File: config.mk
export PLATFORM = sky130hd
export DESIGN_NAME = si_mac_accumulator
export DESIGN_NICKNAME = d
export VERILOG_FILES = /design/src/rtl/si_quant_pkg.sv /design/src/rtl/si_mpy.sv /design/src/rtl/si_upscaler.sv /design/src/rtl/si_mac_accumulator.sv
export SDC_FILE = /design/constraint.sdc
export NUM_CORES = 1
export LEC_CHECK = 0
export CAP_MARGIN = 20
export CORE_MARGIN = 2
export CORE_UTILIZATION = 60
export DETAILED_ROUTE_END_ITERATION = 10
export GPL_TIMING_DRIVEN = 0
export PLACE_DENSITY = 0.93
export SLEW_MARGIN = 20
export SYNTH_ARGS = -nofsm -noshare
export SYNTH_HDL_FRONTEND = slang
export SYNTH_SLANG_ARGS = --single-unit
File: constraint.sdc
create_clock -name clk -period 11.9 [get_ports clk]
set_input_delay 2.38 -clock clk [delete_from_list [all_inputs] [get_ports clk]]
set_output_delay 2.38 -clock clk [all_outputs]
set_load 0.005 [all_outputs]
File: src/rtl/si_quant_pkg.sv
// Shared types and arithmetic helpers for the quantized neuron datapath.
// Used by the MAC stage here and by later layer blocks.
package si_quant_pkg;

    typedef enum logic [1:0] {
        IDLE  = 2'd0,
        ACCUM = 2'd1,
        DONE  = 2'd2
    } state_e;

    localparam int SI_N_ACC = 32;

    localparam logic signed [SI_N_ACC-1:0] SAT_MAX = {1'b0, {(SI_N_ACC-1){1'b1}}};
    localparam logic signed [SI_N_ACC-1:0] SAT_MIN = {1'b1, {(SI_N_ACC-1){1'b0}}};

    typedef struct packed {
        logic signed [SI_N_ACC-1:0] sum;
        logic                       sat;
    } sat_sum_t;

    // One guard bit: when the top two bits of the wide sum differ, the result left the range.
    function automatic sat_sum_t sat_add(input logic signed [SI_N_ACC-1:0] a,
                                         input logic signed [SI_N_ACC-1:0] b);
        logic [SI_N_ACC:0] full;
        sat_sum_t          r;
        full = {a[SI_N_ACC-1], a} + {b[SI_N_ACC-1], b};
        if (full[SI_N_ACC] != full[SI_N_ACC-1]) begin
            r.sat = 1'b1;
            r.sum = full[SI_N_ACC] ? SAT_MIN : SAT_MAX;
        end else begin
            r.sat = 1'b0;
            r.sum = full[SI_N_ACC-1:0];
        end
        return r;
    endfunction

endpackage

File: src/rtl/si_mpy.sv
// W-bit multiplier keeping the low W bits; exact when operands were sign-extended
// from W/2 bits, since the full signed product then fits in W bits.
module si_mpy #(
    parameter int W = 16
) (
    input  logic signed [W-1:0] a_i,
    input  logic signed [W-1:0] b_i,
    output logic signed [W-1:0] p_o
);

    assign p_o = a_i * b_i;

endmodule

File: src/rtl/si_upscaler.sv
// Sign-extends a signed operand from N_IN to N_OUT bits.
module si_upscaler #(
    parameter int N_IN  = 8,
    parameter int N_OUT = 16
) (
    input  logic signed [N_IN-1:0]  in_i,
    output logic signed [N_OUT-1:0] out_o
);

    assign out_o = {{(N_OUT-N_IN){in_i[N_IN-1]}}, in_i};

endmodule

File: src/rtl/si_mac_accumulator.sv
// Sequential multiply-accumulate for one quantized neuron: N_TERMS products summed
// onto BIAS with saturation, valid/ready on both sides.
module si_mac_accumulator
    import si_quant_pkg::*;
#(
    parameter int                       N_IN    = 8,
    parameter int                       N_ACC   = SI_N_ACC,
    parameter int                       N_TERMS = 16,
    parameter logic signed [N_ACC-1:0]  BIAS    = '0
) (
    input  logic                    clk,
    input  logic                    rst_n,
    input  logic                    in_valid,
    output logic                    in_ready,
    input  logic signed [N_IN-1:0]  in_a,
    input  logic signed [N_IN-1:0]  in_w,
    output logic                    out_valid,
    input  logic                    out_ready,
    output logic signed [N_ACC-1:0] out_acc,
    output logic                    out_sat
);

    localparam int PW    = 2 * N_IN;
    localparam int CNT_W = (N_TERMS > 1) ? $clog2(N_TERMS) : 1;
    localparam logic [CNT_W-1:0] LAST_CNT = CNT_W'(N_TERMS - 1);

    state_e                  state_q, state_d;
    logic signed [N_ACC-1:0] acc_q, acc_d;
    logic [CNT_W-1:0]        cnt_q, cnt_d;
    logic                    sat_q, sat_d;

    logic signed [PW-1:0]    a_ext_s, w_ext_s, prod_s;
    logic signed [N_ACC-1:0] prod_ext_s;
    sat_sum_t                add_s;

    si_upscaler #(.N_IN(N_IN), .N_OUT(PW)) u_up_a (.in_i(in_a), .out_o(a_ext_s));
    si_upscaler #(.N_IN(N_IN), .N_OUT(PW)) u_up_w (.in_i(in_w), .out_o(w_ext_s));
    si_mpy      #(.W(PW))                  u_mpy  (.a_i(a_ext_s), .b_i(w_ext_s), .p_o(prod_s));

    assign prod_ext_s = {{(N_ACC-PW){prod_s[PW-1]}}, prod_s};

    // Next-state logic: FSM, accumulator, beat counter and sticky saturation flag.
    always_comb begin
        state_d = state_q;
        acc_d   = acc_q;
        cnt_d   = cnt_q;
        sat_d   = sat_q;
        add_s   = sat_add(acc_q, prod_ext_s);
        case (state_q)
            IDLE: begin
                state_d = ACCUM;
                acc_d   = BIAS;
                cnt_d   = '0;
                sat_d   = 1'b0;
            end
            ACCUM: begin
                if (in_valid) begin
                    acc_d = add_s.sum;
                    sat_d = sat_q | add_s.sat;
                    cnt_d = cnt_q + CNT_W'(1);
                    if (cnt_q == LAST_CNT) begin
                        state_d = DONE;
                    end else begin
                        state_d = ACCUM;
                    end
                end else begin
                    state_d = ACCUM;
                end
            end
            DONE: begin
                if (out_ready) begin
                    state_d = ACCUM;
                    acc_d   = BIAS;
                    cnt_d   = '0;
                    sat_d   = 1'b0;
                end else begin
                    state_d = DONE;
                end
            end
            default: begin
                state_d = IDLE;
            end
        endcase
    end

    // State registers with synchronous active-low reset.
    always_ff @(posedge clk) begin
        if (!rst_n) begin
            state_q <= IDLE;
            acc_q   <= '0;
            cnt_q   <= '0;
            sat_q   <= 1'b0;
        end else begin
            state_q <= state_d;
            acc_q   <= acc_d;
            cnt_q   <= cnt_d;
            sat_q   <= sat_d;
        end
    end

    assign in_ready  = (state_q == ACCUM);
    assign out_valid = (state_q == DONE);
    assign out_acc   = acc_q;
    assign out_sat   = sat_q;

endmodule
Word level (Yosys, flattened, before mapping):

Index checks and enable logic that the tools add are counted.
W data, S select, Z words.

* equality and inequality tests: 6
* add/subtract/negate cells: 2
* bitwise logic cells: 1
* reductions and logical operators: 3
* multiply operators: 1
* multiplexer cells: 15

Operators with widths (number)
* $mux W32: 3
* $pmux W32 S3: 1
* $add A32 B16 Y33: 1
* $mux W33: 1
* $mul A8 B8 Y16: 1
* $pmux W4 S3: 1
* $mux W4: 2
* $mux W2: 3
* $pmux W2 S3: 1
* $add A4 B1 Y4 const B: 1
* $eq A4 B4 Y1 const B: 1
* $pmux W1 S3: 1
* $reduce_and A3 Y1: 1
* $reduce_bool A3 Y1: 1
* $eq A2 B1 Y1 const B: 1
* $eq A2 B2 Y1 const B: 1
* $logic_not A2 Y1: 1
* $mux W1: 2
* $ne A2 B1 Y1 const B: 1
* $ne A2 B2 Y1 const B: 1
* $ne A1 B1 Y1: 1
* $or A1 B1 Y1: 1

* bits of input ports: 20
* output and inout port bits: 35
* word-level logic and storage cells: 32
* register bits: 39

Longest topological paths before layout:

* word-level depth: 7
* mapped depth: 23

Modules after synthesis:

Synthesis repeated with hierarchy kept, for this count alone.

* cell total of the unflattened synthesis: 975
* area, all modules: 8007.7 sq um

By module, submodules not included
* si_mpy: instances 1, area each 4176.5 sq um, cells each 502, seq. area each 0.0 sq um
* si_mac_accumulator: instances 1, area each 3590.9 sq um, cells each 441, seq. area each 780.7 sq um
* si_upscaler: instances 2, area each 120.1 sq um, cells each 16, seq. area each 0.0 sq um

Least setup slack after synthesis:

OpenSTA, ideal clock, no wires.

* kind: in2reg
* start point: input port in_a[7]
* end point: register acc_q[11], in the netlist out_acc[11]
* slack: 3.492 ns
* cell stages on the path: 19
* data required time: 11.756 ns
* library setup time: 0.144 ns
* arrival: 8.265 ns
* path through: and2_1 -> inv_1 -> fa_1 -> inv_1 -> fa_1 -> fa_1 -> fa_1 -> fa_1 -> ha_1 -> o211ai_1 -> a21o_1 -> a21o_1 -> o21ai_2 -> a211oi_1 -> or3_4 -> a211oi_2 -> or2_1 -> buf_4 -> a221oi_2

* word-level cells in the longest chain between the ends: 6

RTL lines
* start, declared: line si_mac_accumulator.sv:15 `input logic signed [N_IN-1:0] in_a,`
* $mul A8 B8 Y16 (*): line si_mpy.sv:11 `assign p_o = a_i * b_i;`
* $add A32 B16 Y33 (*): line si_quant_pkg.sv:26 `full = {a[SI_N_ACC-1], a} + {b[SI_N_ACC-1], b};`
* $mux W32 / $ne A1 B1 Y1 (equally long branches): line si_quant_pkg.sv:29, si_quant_pkg.sv:27
* $mux W33 (*): line si_quant_pkg.sv:27 `if (full[SI_N_ACC] != full[SI_N_ACC-1]) begin`
* $mux W32 (*): line si_mac_accumulator.sv:57 `if (in_valid) begin`
* $pmux W32 S3 (*): line si_mac_accumulator.sv:49 `case (state_q)`
* end signal, assigned: line si_mac_accumulator.sv:90 `acc_q <= '0;`
* end signal, assigned: line si_mac_accumulator.sv:95 `acc_q <= acc_d;`
* end, declared: line si_mac_accumulator.sv:28 `logic signed [N_ACC-1:0] acc_q, acc_d;`

Mark *: on every way between the ends. The rest lies on a longest branch, timed or not. The select of a mux whose other input is x is not followed.
A chain may end at the register's enable or synchronous reset.

Worst setup path in the final report:

* start point: input port in_a[7]
* end point: register acc_q[23], in the netlist out_acc[23]

The elaborated chain is that of the path after synthesis.

==> key figures <==
Die
  – Die Ht: around 110 um
  – Area of the die: 13100 um2
  – Die Width: 115 um
  – Core Rows: 40
  – Ports: 55
  – Core outline area: 12000 um2
  – Initial Util: 61.4%

STA
  – F_max: 0.108 GHz
  – Final setup fails: 0
  – Setup TNS: 0 ns
  – Clk_skew: 0.00222 ns
  – Final Critical Period: 9.26 ns
  – Slew Viols, Final: 0
  – Worst-Margin Slew: around 0.94 ns
  – Final period utilization: 77.8%
  – Max transition margin: 36.9%
  – RSZ-0062 raised after global routing: false
  – Final hold vios: 0
  – Worst hold slack: 0.490 ns

Global route
  – Antenna violations before repair: 0
  – Tot GR Track Use: 28.4%
  – Met1 Resource Use GR: approximately a third
  – Gr busiest metal: met2
  – Overflow after GRT: 0
  – First-pass GRT wire length: 29.3 mm
  – GR Util met2: 51.8%
  – Vias in the first global route: 6138
  – Grt met3 use: 3.81%
  – Pin count of the biggest net entering global routing: 16

Drt
  – 1st-iter DRT viols: 340
  – WL final: 17.5 mm
  – Antenna-violating nets left: 0
  – Vias per cell: 5.95
  – Drt pass-1 iters: 5
  – Wire per inst: ~18 um
  – Vias: 5770
  – Residual DRC count: 0

Clock network
  – Post-CTS sizing: 0
  – Post-CTS setup buffers: 0
  – CTS max path bufs: 2
  – Clock sink count: 39
  – CTS buffer count: 5
  – # H-tree levels: 2
  – Post-CTS Hold Fix Bufs: 0
  – TritonCTS clock tree: done
  – Root buf cell: clkbuf_16
  – Reg clk slew, reported paths: 0.06 ns
  – Clock Latency Late Sink: just under 0.3 ns

Placement
  – Hpwl dp: 14.4 mm
  – Port Buffer Count: 52
  – Cells after DPL: ~960
  – Placer Congestion: a little over 0.9

Worst setup path
  – R2r endpoint: out_acc[23]
  – Most used cell, CP: fa_1
  – Cell depth of the worst flop-to-flop path: 20
  – Worst Path Required: 12.06 ns
  – WS Path Type: in -> reg
  – Setup crit end kind: flop
  – RR Startpoint: out_acc[6]
  – Startpoint Class: primary input
  – Worst reg-to-reg setup slack: slightly above 6 ns
  – CP peak stage delay: between 0.8 and 0.9 ns
  – CP Data Arrival Time: about 9.4 ns
  – Crit Path Max Fanout: 14
  – Crit path cell chain: clkdlybuf4s50_1 > nand2_1 > fa_1 > fa_1 > inv_1 > fa_1 > fa_1 > ha_1 > ha_1 > buf_2 > a21oi_1 > o21ai_1 > a2111o_1 > a211oi_1 > o21ai_0 > a211oi_2 > nor3_4 > buf_6 > a2bb2oi_1
  – Delay-heaviest family, CP: adder cells
  – Worst path slowest cell: fa_1
  – Worst Path Buf+Inv: 4

Outcome
  – Outcome: completed

Finish
  – Nets@finish: 1056
  – Fill count: 844
  – Ant diodes: 0
  – Post-Layout Cell Count: 970
  – Share of cells above drive strength 1: 4.86%
  – Layout area overhead: 12.6%

Min path
  – Hold_sp: cnt_q[1]
  – Worst hold-check path type: reg -> reg
  – Min-Delay Path Depth: 2
  – WHS Endpoint: cnt_q[1]

Logic synthesis
  – Sequential share of the synthesized area: 10.6%
  – Syn Nets: 995
  – Cells after Synth: ~760
  – YS warnings: 0
  – Post-synth EDFFs: 0
  – Synth unique cells: a little under 60
  – Synth Flop Type: dfxtp_1
  – Fraction of synthesis flops using an asynchronous set or reset pin: 0%
  – Yosys reg bits: 39
  – Synthesized area per cell: 9.64 um2
  – Synthesized area: 7350 um2

Job
  – Max cap viols: 0
per-stage QoR:
step                worst slack, ns  cell area, um2  utilization (%)
floorplan                      3.49            7350                -
CTS                            2.75            8270             69.2
global placement               2.09            8050             67.3
global route                   2.35            8270             69.2
detailed placement             2.56            8110             67.8
finish                         2.64            8270             69.2
routing by layer:
metal  share of wire [%]  wire, um
met5                   0         0
met4                 2.5       434
met3                 5.6       977
met2                  52      9020
met1                  40      7060
cell usage in the layout, fill, tap and decap left out, types with 4 or more instances in the layout:
cell type / synthesis / final
clkbuf_1: 8 / 8
inv_1: 109 / 109
and2_1: 35 / 33
nor2b_1: 7 / 7
xor2_1: 8 / 8
ha_1: 73 / 73
nand3_1: 5 / 5
nor2_1: 47 / 47
clkdlybuf4s50_1: 0 / 52
a21oi_1: 45 / 45
nand2b_1: 11 / 11
a2bb2oi_1: 23 / 23
o21ai_1: 4 / 4
and3_1: 26 / 26
xnor2_1: 23 / 23
o21ai_0: 13 / 13
buf_2: 7 / 7
nand2_1: 62 / 62
o21bai_1: 4 / 4
a221oi_2: 6 / 6
nand4_1: 7 / 7
a21o_1: 9 / 9
dfxtp_1: 39 / 39
clkbuf_16: 0 / 5
fa_1: 140 / 140
worst max path at each step:
stage	start	to	slack (ns)	depth (start not counted)
after global routing	in_a[7]	out_acc[3]	2.35	19
after global placement	in_a[7]	out_acc[22]	2.09	20
final	in_a[7]	out_acc[23]	2.64	19
after floorplan	in_a[7]	out_acc[11]	3.49	19
after CTS	in_a[7]	out_acc[23]	2.75	19
after detailed placement	in_a[7]	out_acc[23]	2.56	19
worst reg2reg max path: stages (launching register included):
cell,delay [ns]
dfxtp_1,0.39
inv_1,0.10
fa_1,0.53
inv_1,0.05
fa_1,0.49
inv_1,0.05
fa_1,0.48
fa_1,0.42
inv_1,0.07
fa_1,0.41
ha_1,0.40
o211ai_1,0.20
a21o_1,0.15
a21o_1,0.19
o21ai_2,0.10
a211oi_1,0.43
o21ai_0,0.27
a211oi_2,0.44
nor3_4,0.13
buf_6,0.18
a2bb2oi_1,0.15
kinds of logic (layout without fill, tap and decap cells):
| logic type | Yosys count | in the layout | share of synthesized area, % |
|---|---|---|---|
| flip-flops | 39 | 39 | 10.6 |
| buffers and inverters | 130 | 191 | 7.07 |
| AO/OA/AOI/OAI | 133 | 133 | 13.0 |
| XOR/XNOR | 31 | 31 | 3.69 |
| adder cells (fa/ha/maj) | 213 | 213 | 50.6 |
| AND/OR/NAND/NOR | 216 | 216 | 15.1 |
synthesized netlist by cell type (all sizes together), types with 2 or more instances:
| library cell | count | area [um2] |
|---|---|---|
| xnor2 | 23 | 201 |
| fa | 140 | 2800 |
| o31ai | 3 | 22.5 |
| or2 | 3 | 18.8 |
| o21ai | 18 | 93.8 |
| nand3 | 5 | 25.0 |
| nor3 | 3 | 26.3 |
| dfxtp | 39 | 781 |
| a21oi | 46 | 234 |
| nand2 | 62 | 233 |
| o21a | 2 | 15.0 |
| and2 | 35 | 219 |
| buf | 12 | 76.3 |
| ha | 73 | 913 |
| a32oi | 2 | 17.5 |
| clkbuf | 8 | 30.0 |
| o311a | 2 | 20.0 |
| nand2b | 11 | 68.8 |
| a221oi | 6 | 90.1 |
| o21bai | 4 | 30.0 |
| a21o | 9 | 67.6 |
| a2bb2oi | 23 | 201 |
| a31oi | 3 | 25.0 |
| a21boi | 4 | 30.0 |
| inv | 109 | 409 |
| nor2b | 7 | 43.8 |
| xor2 | 8 | 70.1 |
| nor3b | 2 | 20.0 |
| and3 | 26 | 163 |
| a211oi | 4 | 35.0 |
| nand4 | 7 | 43.8 |
| or3 | 4 | 30.0 |
| nor2 | 47 | 176 |
final cells by class:
cell class / count / area, um2 / share of cell area, %
Tap cell: 147 / 184 / 2.22
Buffer: 20 / 106 / 1.29
Clock inverter: 2 / 37.5 / 0.454
Multi-Input combinational cell: 593 / 6050 / 73.1
Sequential cell: 39 / 781 / 9.44
Timing Repair Buffer: 54 / 576 / 6.96
Clock buffer: 5 / 125 / 1.51
Inverter: 110 / 413 / 4.99
state kept, by name, summed over array words and instances (netlist names):
name / flops
cnt_q: 4
out_acc: 32
out_sat: 1
state_q: 2
Power is left out: the tool's default activity adds up to more than one toggle a clock period on the data nets, which glitch-free logic cannot reach.
